**src/rtl/sigmul_arbiter.sv**
```systemverilog
// Round-robin front door for one shared fixed-latency significand multiplier.
// Define SIGMUL_ZERO_BYPASS_EN to answer zero-operand requests without the multiplier.
module sigmul_arbiter #(
    parameter int SIG_W   = 12,
    parameter int PROD_W  = 24,
    parameter int MUL_LAT = 4
) (
    input  logic              CLK,
    input  logic              RST,
    input  logic [1:0]        req_valid,
    output logic [1:0]        req_ready,
    input  logic [SIG_W-1:0]  req_a0,
    input  logic [SIG_W-1:0]  req_b0,
    input  logic [SIG_W-1:0]  req_a1,
    input  logic [SIG_W-1:0]  req_b1,
    input  logic [1:0]        req_zero,
    output logic [SIG_W-1:0]  mul_a,
    output logic [SIG_W-1:0]  mul_b,
    output logic              mul_azero,
    output logic              mul_bzero,
    output logic              mul_start,
    input  logic [PROD_W-1:0] mul_s,
    output logic              rsp_valid,
    input  logic              rsp_ready,
    output logic              rsp_id,
    output logic [PROD_W-1:0] rsp_s
);

    localparam int CNT_W = 4;

    typedef enum logic [1:0] {
        IDLE,
        ISSUE,
        WAIT,
        DONE
    } state_t;

    state_t             state;
    state_t             state_nx;
    logic               rr_ptr;
    logic [CNT_W-1:0]   cnt;
    logic [1:0]         grant;
    logic               acc;
    logic               acc_id;
    logic               zero_sel;
    logic               bypass;
    logic [PROD_W-1:0]  prod_ext;

    // Contested cycles go to the requester rr_ptr points at.
    always_comb begin
        grant[0] = req_valid[0] & (~req_valid[1] | ~rr_ptr);
        grant[1] = req_valid[1] & (~req_valid[0] | rr_ptr);
    end

    assign req_ready = (state == IDLE) ? grant : 2'b00;
    assign acc       = |(req_valid & req_ready);
    assign acc_id    = req_ready[1];
    assign zero_sel  = acc_id ? req_zero[1] : req_zero[0];

`ifdef SIGMUL_ZERO_BYPASS_EN
    assign bypass = zero_sel;
`else
    assign bypass = 1'b0;
`endif

    always_comb begin
        prod_ext = '0;
        prod_ext[2*SIG_W-1:0] = mul_s[2*SIG_W-1:0];
    end

    always_comb begin
        state_nx  = state;
        mul_start = 1'b0;
        rsp_valid = 1'b0;
        unique case (state)
            IDLE: begin
                if (acc) state_nx = bypass ? DONE : ISSUE;
            end
            ISSUE: begin
                mul_start = 1'b1;
                state_nx  = WAIT;
            end
            WAIT: begin
                if (cnt == CNT_W'(1)) state_nx = DONE;
            end
            DONE: begin
                rsp_valid = 1'b1;
                if (rsp_ready) state_nx = IDLE;
            end
            default: state_nx = IDLE;
        endcase
    end

    always_ff @(posedge CLK) begin
        if (!RST) state <= IDLE;
        else      state <= state_nx;
    end

    always_ff @(posedge CLK) begin
        if (!RST) begin
            rr_ptr    <= 1'b0;
            cnt       <= '0;
            mul_a     <= '0;
            mul_b     <= '0;
            mul_azero <= 1'b0;
            mul_bzero <= 1'b0;
            rsp_id    <= 1'b0;
            rsp_s     <= '0;
        end else begin
            if (acc) begin
                mul_a     <= acc_id ? req_a1 : req_a0;
                mul_b     <= acc_id ? req_b1 : req_b0;
                mul_azero <= zero_sel;
                mul_bzero <= zero_sel;
                rsp_id    <= acc_id;
                rr_ptr    <= ~acc_id;
                if (bypass) rsp_s <= '0;
            end
            // Product is sampled exactly MUL_LAT cycles after the start pulse.
            if (state == ISSUE) begin
                cnt <= CNT_W'(MUL_LAT);
            end else if (state == WAIT) begin
                cnt <= cnt - CNT_W'(1);
                if (cnt == CNT_W'(1)) rsp_s <= prod_ext;
            end
        end
    end

endmodule

```
**config.mk**
```make
export PLATFORM = sky130hd
export DESIGN_NAME = sigmul_arbiter
export DESIGN_NICKNAME = d
export VERILOG_FILES = /design/src/rtl/sigmul_arbiter.sv
export SDC_FILE = /design/constraint.sdc
export NUM_CORES = 1
export LEC_CHECK = 0
export ABC_CLOCK_PERIOD_IN_PS = 5200
export CAP_MARGIN = 20
export CORE_MARGIN = 5
export CORE_UTILIZATION = 30
export CTS_CLUSTER_SIZE = 40
export DETAILED_ROUTE_END_ITERATION = 10
export GPL_TIMING_DRIVEN = 1
export PLACE_DENSITY = 0.62
export SLEW_MARGIN = 40
export SYNTH_ARGS = -nofsm -noshare
export SYNTH_HDL_FRONTEND = slang
export SYNTH_SLANG_ARGS = --single-unit
```
**constraint.sdc**
```tcl
create_clock -name CLK -period 5.2 [get_ports CLK]
set_input_delay 1.3 -clock CLK [delete_from_list [all_inputs] [get_ports CLK]]
set_output_delay 1.3 -clock CLK [all_outputs]
set_load 0.02 [all_outputs]
```
-- After elaboration in Yosys (flattened, before gate mapping)
Index checks and enable logic that the tools add are counted.
- flip-flop bits (word level): 57
- input bits: 79
- output and inout port bits: 55
- word-level logic and storage cells: 46
- add/subtract/negate cells: 1
- equality and inequality tests: 7
- muxes and demuxes: 12
- bitwise logic cells: 11
- reductions and logical operators: 6
- operators by type and width (operator ; count):
    2-to-1 mux 12 bit ; 2
    2-to-1 mux 2 bit ; 4
    case mux 2 bit (4 select lines) ; 1
    2-to-1 mux 3 bit ; 2
    inequality test 2 bit, second input constant ; 3
    inverter 1 bit ; 6
    AND reduction 3 bit ; 2
    == test 2 bit, second input constant ; 2
    == test 4 x 1 -> 1 bit, second input constant ; 1
    OR reduction 2 bit ; 2
    subtractor 4 x 1 -> 4 bit, second input constant ; 1
    2-to-1 mux 1 bit ; 3
    bitwise AND 1 bit ; 2
    bitwise AND 2 bit ; 1
    == test 2 x 1 -> 1 bit, second input constant ; 1
    logical NOT 2 bit ; 1
    bitwise OR 1 bit ; 2
    nonzero test 2 bit ; 1

-- Logic depth before layout (Yosys ltp)
Gate-level depths: netlist (run 1).
- word-level depth: 8
- gate-level depth with buffers: 8
- gate-level depth less buffers: 5

-- Worst setup path before layout (run 1)
Ideal clock, no wire load.
- kind: in2out
- from: in req_valid[0]
- to: out req_ready[1]
- arrival time: 1941 ps
- data required time: 3900 ps
- slack: 1959 ps
- stages: 4
- path buffers: 2
- path through: nand2b_1 buf_2 buf_2 and2_1
- cells in the longest elaborated chain, start to end: 4
- RTL lines (element ; line ; text):
    start, declared ; 10 ; input logic [1:0] req_valid,
    inverter 1 bit ; 52 ; grant[1] = req_valid[1] & (~req_valid[0] | rr_ptr);
    bitwise OR 1 bit ; 52 ;
    bitwise AND 1 bit ; 52 ;
    2-to-1 mux 2 bit ; 55 ; assign req_ready = (state == IDLE) ? grant : 2'b00;
    end, declared ; 11 ; output logic [1:0] req_ready,
No other way between the ends.

-- Worst setup path after layout (run 1)
- from: in req_valid[1]
- to: out req_ready[1]
- cells in the longest elaborated chain, start to end: 2
- RTL lines (element ; line):
    bitwise AND 1 bit ; 52
    2-to-1 mux 2 bit ; 55
No other way between the ends.

==> results of run 1 <==
## worst reg2reg max path, cell delays in order, from the launching register on
cell	delay [ns]
sky130_fd_sc_hd__dfxtp_1	0.37
sky130_fd_sc_hd__inv_1	0.09
sky130_fd_sc_hd__ha_1	0.29
sky130_fd_sc_hd__and2_1	0.34
sky130_fd_sc_hd__and3_1	0.38
sky130_fd_sc_hd__a221o_1	0.40
## synth_stat cells, types with 4 or more instances
library cell / n
sky130_fd_sc_hd__a32oi_1: 16
sky130_fd_sc_hd__a21boi_1: 7
sky130_fd_sc_hd__clkbuf_1: 10
sky130_fd_sc_hd__nand3_1: 11
sky130_fd_sc_hd__inv_1: 5
sky130_fd_sc_hd__nor2_1: 4
sky130_fd_sc_hd__a21boi_0: 30
sky130_fd_sc_hd__ha_1: 6
sky130_fd_sc_hd__a221o_1: 10
sky130_fd_sc_hd__nand2_1: 53
sky130_fd_sc_hd__and3_1: 11
sky130_fd_sc_hd__and2_1: 5
sky130_fd_sc_hd__dfxtp_1: 57
sky130_fd_sc_hd__o2bb2ai_1: 5
sky130_fd_sc_hd__buf_2: 10
## cells in the final DEF, fill, tap and decap left out, drive strengths merged, types with 4 or more instances in the layout
| cell type | Yosys | final |
|---|---|---|
| and3 | 11 | 11 |
| o2bb2ai | 5 | 5 |
| a32oi | 16 | 16 |
| inv | 5 | 5 |
| a21boi | 37 | 37 |
| buf | 13 | 4 |
| ha | 6 | 6 |
| nand2 | 53 | 53 |
| nor2 | 4 | 4 |
| and2 | 5 | 5 |
| clkbuf | 11 | 10 |
| nand3 | 11 | 11 |
| dfxtp | 57 | 57 |
| clkdlybuf4s50 | 0 | 133 |
| a221o | 10 | 10 |
## kinds of logic (layout without fill, tap and decap cells)
group / after synthesis / in the layout / share of synthesized area
AO/OA/AOI/OAI: 76 / 76 / 0.2478
XOR/XNOR: 2 / 2 / 0.007126
buffers and inverters: 29 / 156 / 0.05598
multiplexers: 2 / 2 / 0.008143
AND/OR/NAND/NOR: 94 / 94 / 0.1863
adder cells (fa/ha/maj): 6 / 6 / 0.03053
flip-flops: 57 / 57 / 0.4641
## metrics by stage
step                      utilization  worst slack, ns  instance area [um2]  hold WS (ns)
after floorplan                     -            1.959                 2459        0.4683
after global placement         0.4736           0.8151                 3832        0.4406
after detailed placement       0.4736           0.8299                 3832        0.4470
after CTS                      0.4921           0.8229                 3983        0.4551
after global routing           0.4921           0.7263                 3983        0.4734
final                          0.4921           0.8251                 3983        0.4512
## flip-flops by register name (all words and copies together), names as in the netlist
signal / cells
mul_a: 12
mul_bzero: 1
rsp_s: 24
rsp_id: 1
cnt: 4
state: 2
mul_b: 12
rr_ptr: 1
## area by class of cell
| cell class | count | area share |
|---|---|---|
| timing repair buffer | 137 | 0.3418 |
| sequential | 57 | 0.2865 |
| tap | 105 | 0.03299 |
| clock buffer | 10 | 0.03205 |
| inverter | 5 | 0.004713 |
| clock inverter | 4 | 0.005655 |
| multi-input combinational | 180 | 0.2963 |
## final timing paths
check	startpoint	end	slack, ns	depth (start not counted)
setup / recovery	req_valid[1]	req_ready[1]	0.83	5
hold / removal	rsp_s[8]	rsp_s[8]	0.45	2
setup reg to reg	state[0]	mul_a[3]	3.21	5
hold reg to reg	rsp_s[8]	rsp_s[8]	0.45	2
## metal layers
layer	vias to the layer above	track usage
met5	-	0
li1	1197	-
met2	81	0.2294
met4	0	0.03834
met1	1090	0.1801
met3	6	0.05190
## power by group
group | internal [mW] | total [mW] | switching (mW) | leakage [nW]
clock | 0.165 | 0.331 | 0.166 | 0.0778
sequential | 0.512 | 0.558 | 0.0464 | 0.465
combinational | 0.298 | 0.608 | 0.309 | 0.877
total | 0.974 | 1.50 | 0.522 | 1.42
==> results, run 1 <==
- Setup repair after global routing left no endpoint under its margin.
- In this run the static leakage power is 1.420 nW.
- The via count of the first global-routing pass is 2300.
- The area of the core region is 8093 um2.
- Headroom to the max-slew limit came out at 0.5133.
- The total power per unit cell area is 375.7 nW/um2.
- The synthesized design contains 0 enable-type register cells.
- The synthesized flop and latch total is 57.
- The met1 wire length is 3215 um.
- The total power is 1.496 mW.
- Entering global routing, the biggest net connects 39 pins.
- The layout cell share with drive strength beyond 1 is 0.05089.
- Of all flip-flops after synthesis, the portion carrying an async set or reset was 0.
- During synthesis, Yosys emitted a total of 0 warnings.
- The share of synthesized area occupied by flip-flops and latches is 0.4641.
- The topmost layer with routed signal wires is met4.
- The detailed-router iteration count before antenna repair is 4.
- In this run, post-CTS hold repair placed 0 buffers.
- The insertion delay to the later sink of the worst-skew pair is 0.32 ns.
- The number of standard cells in the final layout excluding fillers is 498.
- Post-CTS timing repair inserted 0 buffers for setup.
- Of the available clock period, the critical path in the final layout requires 0.8413.
- Fill cells in the final layout number 787.
- The CTS sink count is 57.
- The total track usage is 0.1424.
- The multi-input combinational cell area is 1180 um2.
- The first global-routing pass estimated 11490 um of wire.
- The routed via count divided by cell count is 4.767.
- For this design the top-level I/O count stands at 134.
- The share of synthesized area in the top cell type comes to 0.4641.
- The mapped netlist covers 2459 um2.
- Compared with the post-synthesis result, the final layout area differs by 61.98%.
- The number of port buffers is 133.
- The met3 wirelength from detailed routing is 595 um.
- The count of inserted antenna diode cells is 0.
- Data arrives at the worst endpoint at 3.07 ns.
- The net count of the finished layout is 475.
- Across the whole layout, storage elements account for 1141 um2.
- In the post-synthesis netlist, the biggest area contributors are sky130_fd_sc_hd__dfxtp_1, sky130_fd_sc_hd__a21boi_0, sky130_fd_sc_hd__nand2_1, sky130_fd_sc_hd__a32oi_1, sky130_fd_sc_hd__a221o_1.
- Clock-pin slew was measured on the worst setup and hold paths at 0.06 ns.
- The class of the tightest hold or removal check is flop to flop.
- The instance count after placement with tap cells included is 484.
- The worst setup path is captured at an output port.
- The clock passes through at most 2 buffers.
- The post-route DRC violation count is 0.
- The number of maximum-capacitance violations is 0.
- The remaining antenna violation count after routing is 0.
- The buffer cell driving the clock tree root is sky130_fd_sc_hd__clkbuf_8.
- Across all layers, the routed design uses 2374 vias.
- For this block, the initial DRC count from the detailed router was 81.
- Walking the worst path, the cells encountered are clkdlybuf4s50_1, and2_1, buf_4, and2_1, clkdlybuf4s50_1.
- The effective utilization at floorplan is 0.3038.
- The cell row count is 33.
- Buffers inserted during clock tree synthesis total 9.
- The clock period could shrink to 4.375 ns.
- STA classifies the critical path startpoint as an input pin.
- Setup violations remaining at the end of the flow were counted as 0.
- The number of antenna violations at the first check in global routing is 0.
- The number of instances in the synthesized netlist is 266.
- After global routing the overflow that remains totals 0.
- The peak ir drop on the vdd network is 152.7 uV.
- The mean area per synthesized cell is 9.243 um2.
- Yosys mapped the design onto 34 distinct sky130hd cell types.
- Summed over all nets, the half-perimeter wirelength after detailed placement is 5361 um.
- The die covers 10110 um2.
- The highest cell delay on the worst timing path is 0.66 ns.
- Once the clock tree was built, the resizer swapped 0 gates to a different size.
- The CTS H-tree depth is 3.
- The flow ran to the end, and the final reports show no timing, DRC or antenna violations.
- In the final routed layout, each cell accounts on average for 14.79 um.
- The final number of max-transition violations is 0.
- The setup clock skew after layout is 0.009316 ns.
- In this run the vertical extent of the chip is 100.5 um.
- The final-report hold violation count is 0.
- The critical setup path kind is input pin to output port.
- The most used flip-flop cell after synthesis is sky130_fd_sc_hd__dfxtp_1.
- The largest individual stage delay along the critical path comes from the cell sky130_fd_sc_hd__clkdlybuf4s50_1.
- The cell taking the most area after synthesis is sky130_fd_sc_hd__dfxtp_1.
- The die is 100.5 um wide.
- The net count after synthesis is 351.
- Together, buffers and inverters on the worst path number 3.
- The clock tree from TritonCTS is built.
- At the pin with the least slew margin, the transition time is 0.7253 ns.
- The total routed wirelength is 7363 um.
- The placer's final routability congestion estimate is 0.7620.
- For the worst setup path, the data required time is 3.90 ns.
- The highest clock frequency the design can meet is 228.6 MHz.
- The final total negative setup slack is 0 ns.
- The worst-path maximum fanout is 15.
- Detailed routing placed a total of 3484 um of wire on met2.
- The top cell family by delay on the critical path is buffers and inverters.
No activity file was read; power rests on OpenSTA's default activity.
==> inputs of run 2 (changes only) <==
Settings changed: ABC_CLOCK_PERIOD_IN_PS 5200 to 3500, PLACE_DENSITY 0.62 to 0.64.
Clock period 5.2 ns to 3.5 ns, I/O delays scaled along.
==> results, run 2 (synthesized netlist as in run 1, its figures left out) <==
- The flow ran to the end, and the final reports show no timing, DRC or antenna violations.
- The detailed-router iteration count before antenna repair is 4 (unchanged).
- Leaving out fill and tap cells, the most frequent cell in the layout is sky130_fd_sc_hd__clkdlybuf4s50_1.
- The placer's final routability congestion estimate came to 0.7681 (+0.80%).
- The number of cell instances on the worst register-to-register path was 5 (unchanged).
- The relative slew slack is 0.4923 (-0.02100).
- The post-cts repair resize count is 0 (unchanged).
- The peak ir drop on the vdd network is 203.8 uV (+33%).
- The number of standard cells in the final layout excluding fillers was 502 (+0.80%).
- The total power is 2.421 mW (+62%).
- The worst hold path belongs to the class flop to flop.
- The slew at the pin with the worst max-slew slack is 0.7565 ns (+0.03129 ns).
- The cell row count came to 33 (unchanged).
- The insertion delay to the later sink of the worst-skew pair is 0.34 ns (+0.02 ns).
- The number of primary I/O pins came to 134 (unchanged).
- The number of port buffers is 133 (unchanged).
- The remaining antenna violation count after routing is 0 (unchanged).
- The number of buffers created by CTS is 9 (unchanged).
- The final setup violation count is 0 (unchanged).
- The highest clock frequency the design can meet is 312.6 MHz.
- In this run the most critical hold path is launched from rsp_s[9].
- The total routed wirelength came to 7685 um (+4.4%).
- Tracing the worst setup path back leads to its startpoint at req_valid[0].
- The smallest clock period supported by the final layout is computed as 3.199 ns.
- The clock edge transition at the registers on the reported setup and hold paths came to 0.06 ns (about the same).
- The final number of max-transition violations is 0 (unchanged).
- The launch point of the worst reg-to-reg path is state[0].
- Setup repair after global routing left no endpoint under its margin.
- TritonCTS built the clock tree.
- The required time of the worst setup path came to 2.62 ns (-1.28 ns).
- The critical path arrival was 2.32 ns (-0.75 ns).
- The area of the core region is 8093 um2 (unchanged).
- The share of the clock period used by the worst path after layout is 0.9139.
- The width of the die is 100.5 um (unchanged).
- The reg2reg setup slack is 1.52 ns (-1.69 ns).
- The path with the worst hold slack has its endpoint at rsp_s[9].
- The maximum number of pins on one net before global-route repair is 32 (-18%).
- The number of maximum-capacitance violations is 0 (unchanged).
- The leakage power is 1.465 nW (+3.2%).
- The total track usage is 0.1519 (+0.009528).
- The worst register-to-register path ends at mul_a[8].
- The final-report hold violation count was 0 (unchanged).
- The instance count after placement with tap cells included is 486 (+0.41%).
- The die area is 10110 um2 (unchanged).
- The post-route DRC violation count came to 0 (unchanged).
- The largest buffer count on any clock path came to 2 (unchanged).
- The via count of the first global-routing pass is 2367 (+2.9%).
- The sum of net half-perimeters after detailed placement is 5608 um (+4.6%).
- The routed via count divided by cell count is 4.777 (+0.21%).
- The effective utilization at floorplan is 0.3038 (unchanged).
- The hold buffer count at CTS is 0 (unchanged).
- The CTS sink count is 57 (unchanged).
- rsp_s holds more flip-flops than any other register.
- The number of antenna violations at the first check in global routing is 0 (unchanged).
- The average wire per standard cell is 15.31 um (+3.5%).
- The pre-CTS setup slack is 0.3019 ns (-0.5280 ns).
- The flip-flop count of the largest register after layout is 24 (unchanged).
- The smallest setup slack after layout is 0.3012 ns (-0.5238 ns).
- The relative area change from synthesis to final layout is 65.45%.
- The final total negative setup slack was 0 ns (unchanged).
- STA classifies the critical path startpoint as an input pin.
- The number of setup buffers added after CTS is 0 (unchanged).
- STA classifies the critical path endpoint as an output port.
- The height of the die is 100.5 um (unchanged).
- The count of cells along the worst hold path came to 2 (unchanged).
- The detailed-route via count was 2398 (+1.0%).
- The largest registers in the layout are rsp_s (24), mul_a (12), mul_b (12).
- The top cell types in the final layout, fill and taps aside, are sky130_fd_sc_hd__clkdlybuf4s50_1, sky130_fd_sc_hd__dfxtp_1, sky130_fd_sc_hd__nand2_1, sky130_fd_sc_hd__a21boi_0, sky130_fd_sc_hd__a32oi_1.
- The CTS H-tree depth is 3 (unchanged).
- The global-route wire length before repair is 12030 um (+4.7%).
- The DRC violation total after the first TritonRoute iteration is 76 (-6.2%).
- The net count of the finished layout is 477 (+0.42%).
- The buffer cell driving the clock tree root is sky130_fd_sc_hd__clkbuf_8.
- The critical setup path kind is input pin to output port.
- The aggregate global routing overflow came to 0 (unchanged).
- The count of inserted antenna diode cells is 0 (unchanged).
- The layout cell share with drive strength beyond 1 is 0.06045 (+0.009563).
- The setup clock skew after layout is 0.006925 ns (-0.002391 ns).
- The worst-path maximum fanout was 6 (-9).
- The total power per unit cell area came to 595.2 nW/um2 (+58%).
-- run 2: critical path, stage by stage --
cell and delay (ns):
sky130_fd_sc_hd__clkdlybuf4s50_1 0.57, sky130_fd_sc_hd__nand2_1 0.12, sky130_fd_sc_hd__a21oi_1 0.14, sky130_fd_sc_hd__clkdlybuf4s50_1 0.62
-- run 2: power by group --
part,switching [mW],total (mW),internal (mW),leakage [nW]
Combinational,0.466,0.911,0.445,0.887
Clock,0.261,0.680,0.419,0.113
Sequential,0.0698,0.830,0.760,0.465
Total,0.797,2.42,1.62,1.47
-- run 2: worst max-delay path by stage --
stage | endpoint | slack, ns
floorplan | req_ready[1] | 1.11
global placement | req_ready[0] | 0.35
detailed placement | req_ready[0] | 0.30
CTS | req_ready[0] | 0.30
global route | req_ready[0] | 0.22
finish | req_ready[0] | 0.30
-- run 2: through the flow --
stage	util	area (um2)	hold slack (ns)
3_5_place_dp	0.4754	3847	0.4477
5_1_grt	0.5026	4068	0.4764
2_1_floorplan	-	2459	0.4683
3_3_place_gp	0.4754	3847	0.4412
4_1_cts	0.5026	4068	0.4584
6_report	0.5026	4068	0.4536
-- run 2: layout make-up --
class	instances	area, um2
Inverter	5	18.77
Tap cell	105	131.4
Clock inverter	5	78.83
Multi-Input combinational cell	180	1180
Sequential cell	57	1141
Timing Repair Buffer	139	1376
Clock buffer	11	141.4
Fill cell	795	4025
-- run 2: per-layer routing --
layer | up-vias | track usage | share of wire
li1 | 1203 | - | -
met4 | 0 | 0.04041 | 0.0099
met5 | - | 0 | 0
met2 | 81 | 0.2492 | 0.47
met1 | 1105 | 0.1829 | 0.44
met3 | 9 | 0.06436 | 0.083
==> inputs of run 3 (changes only) <==
Settings changed: SETUP_SLACK_MARGIN set to 0.15, SKIP_LAST_GASP set to 1.
==> results of run 3 <==
Final layout, timing and power as in run 2 (identical DEF).
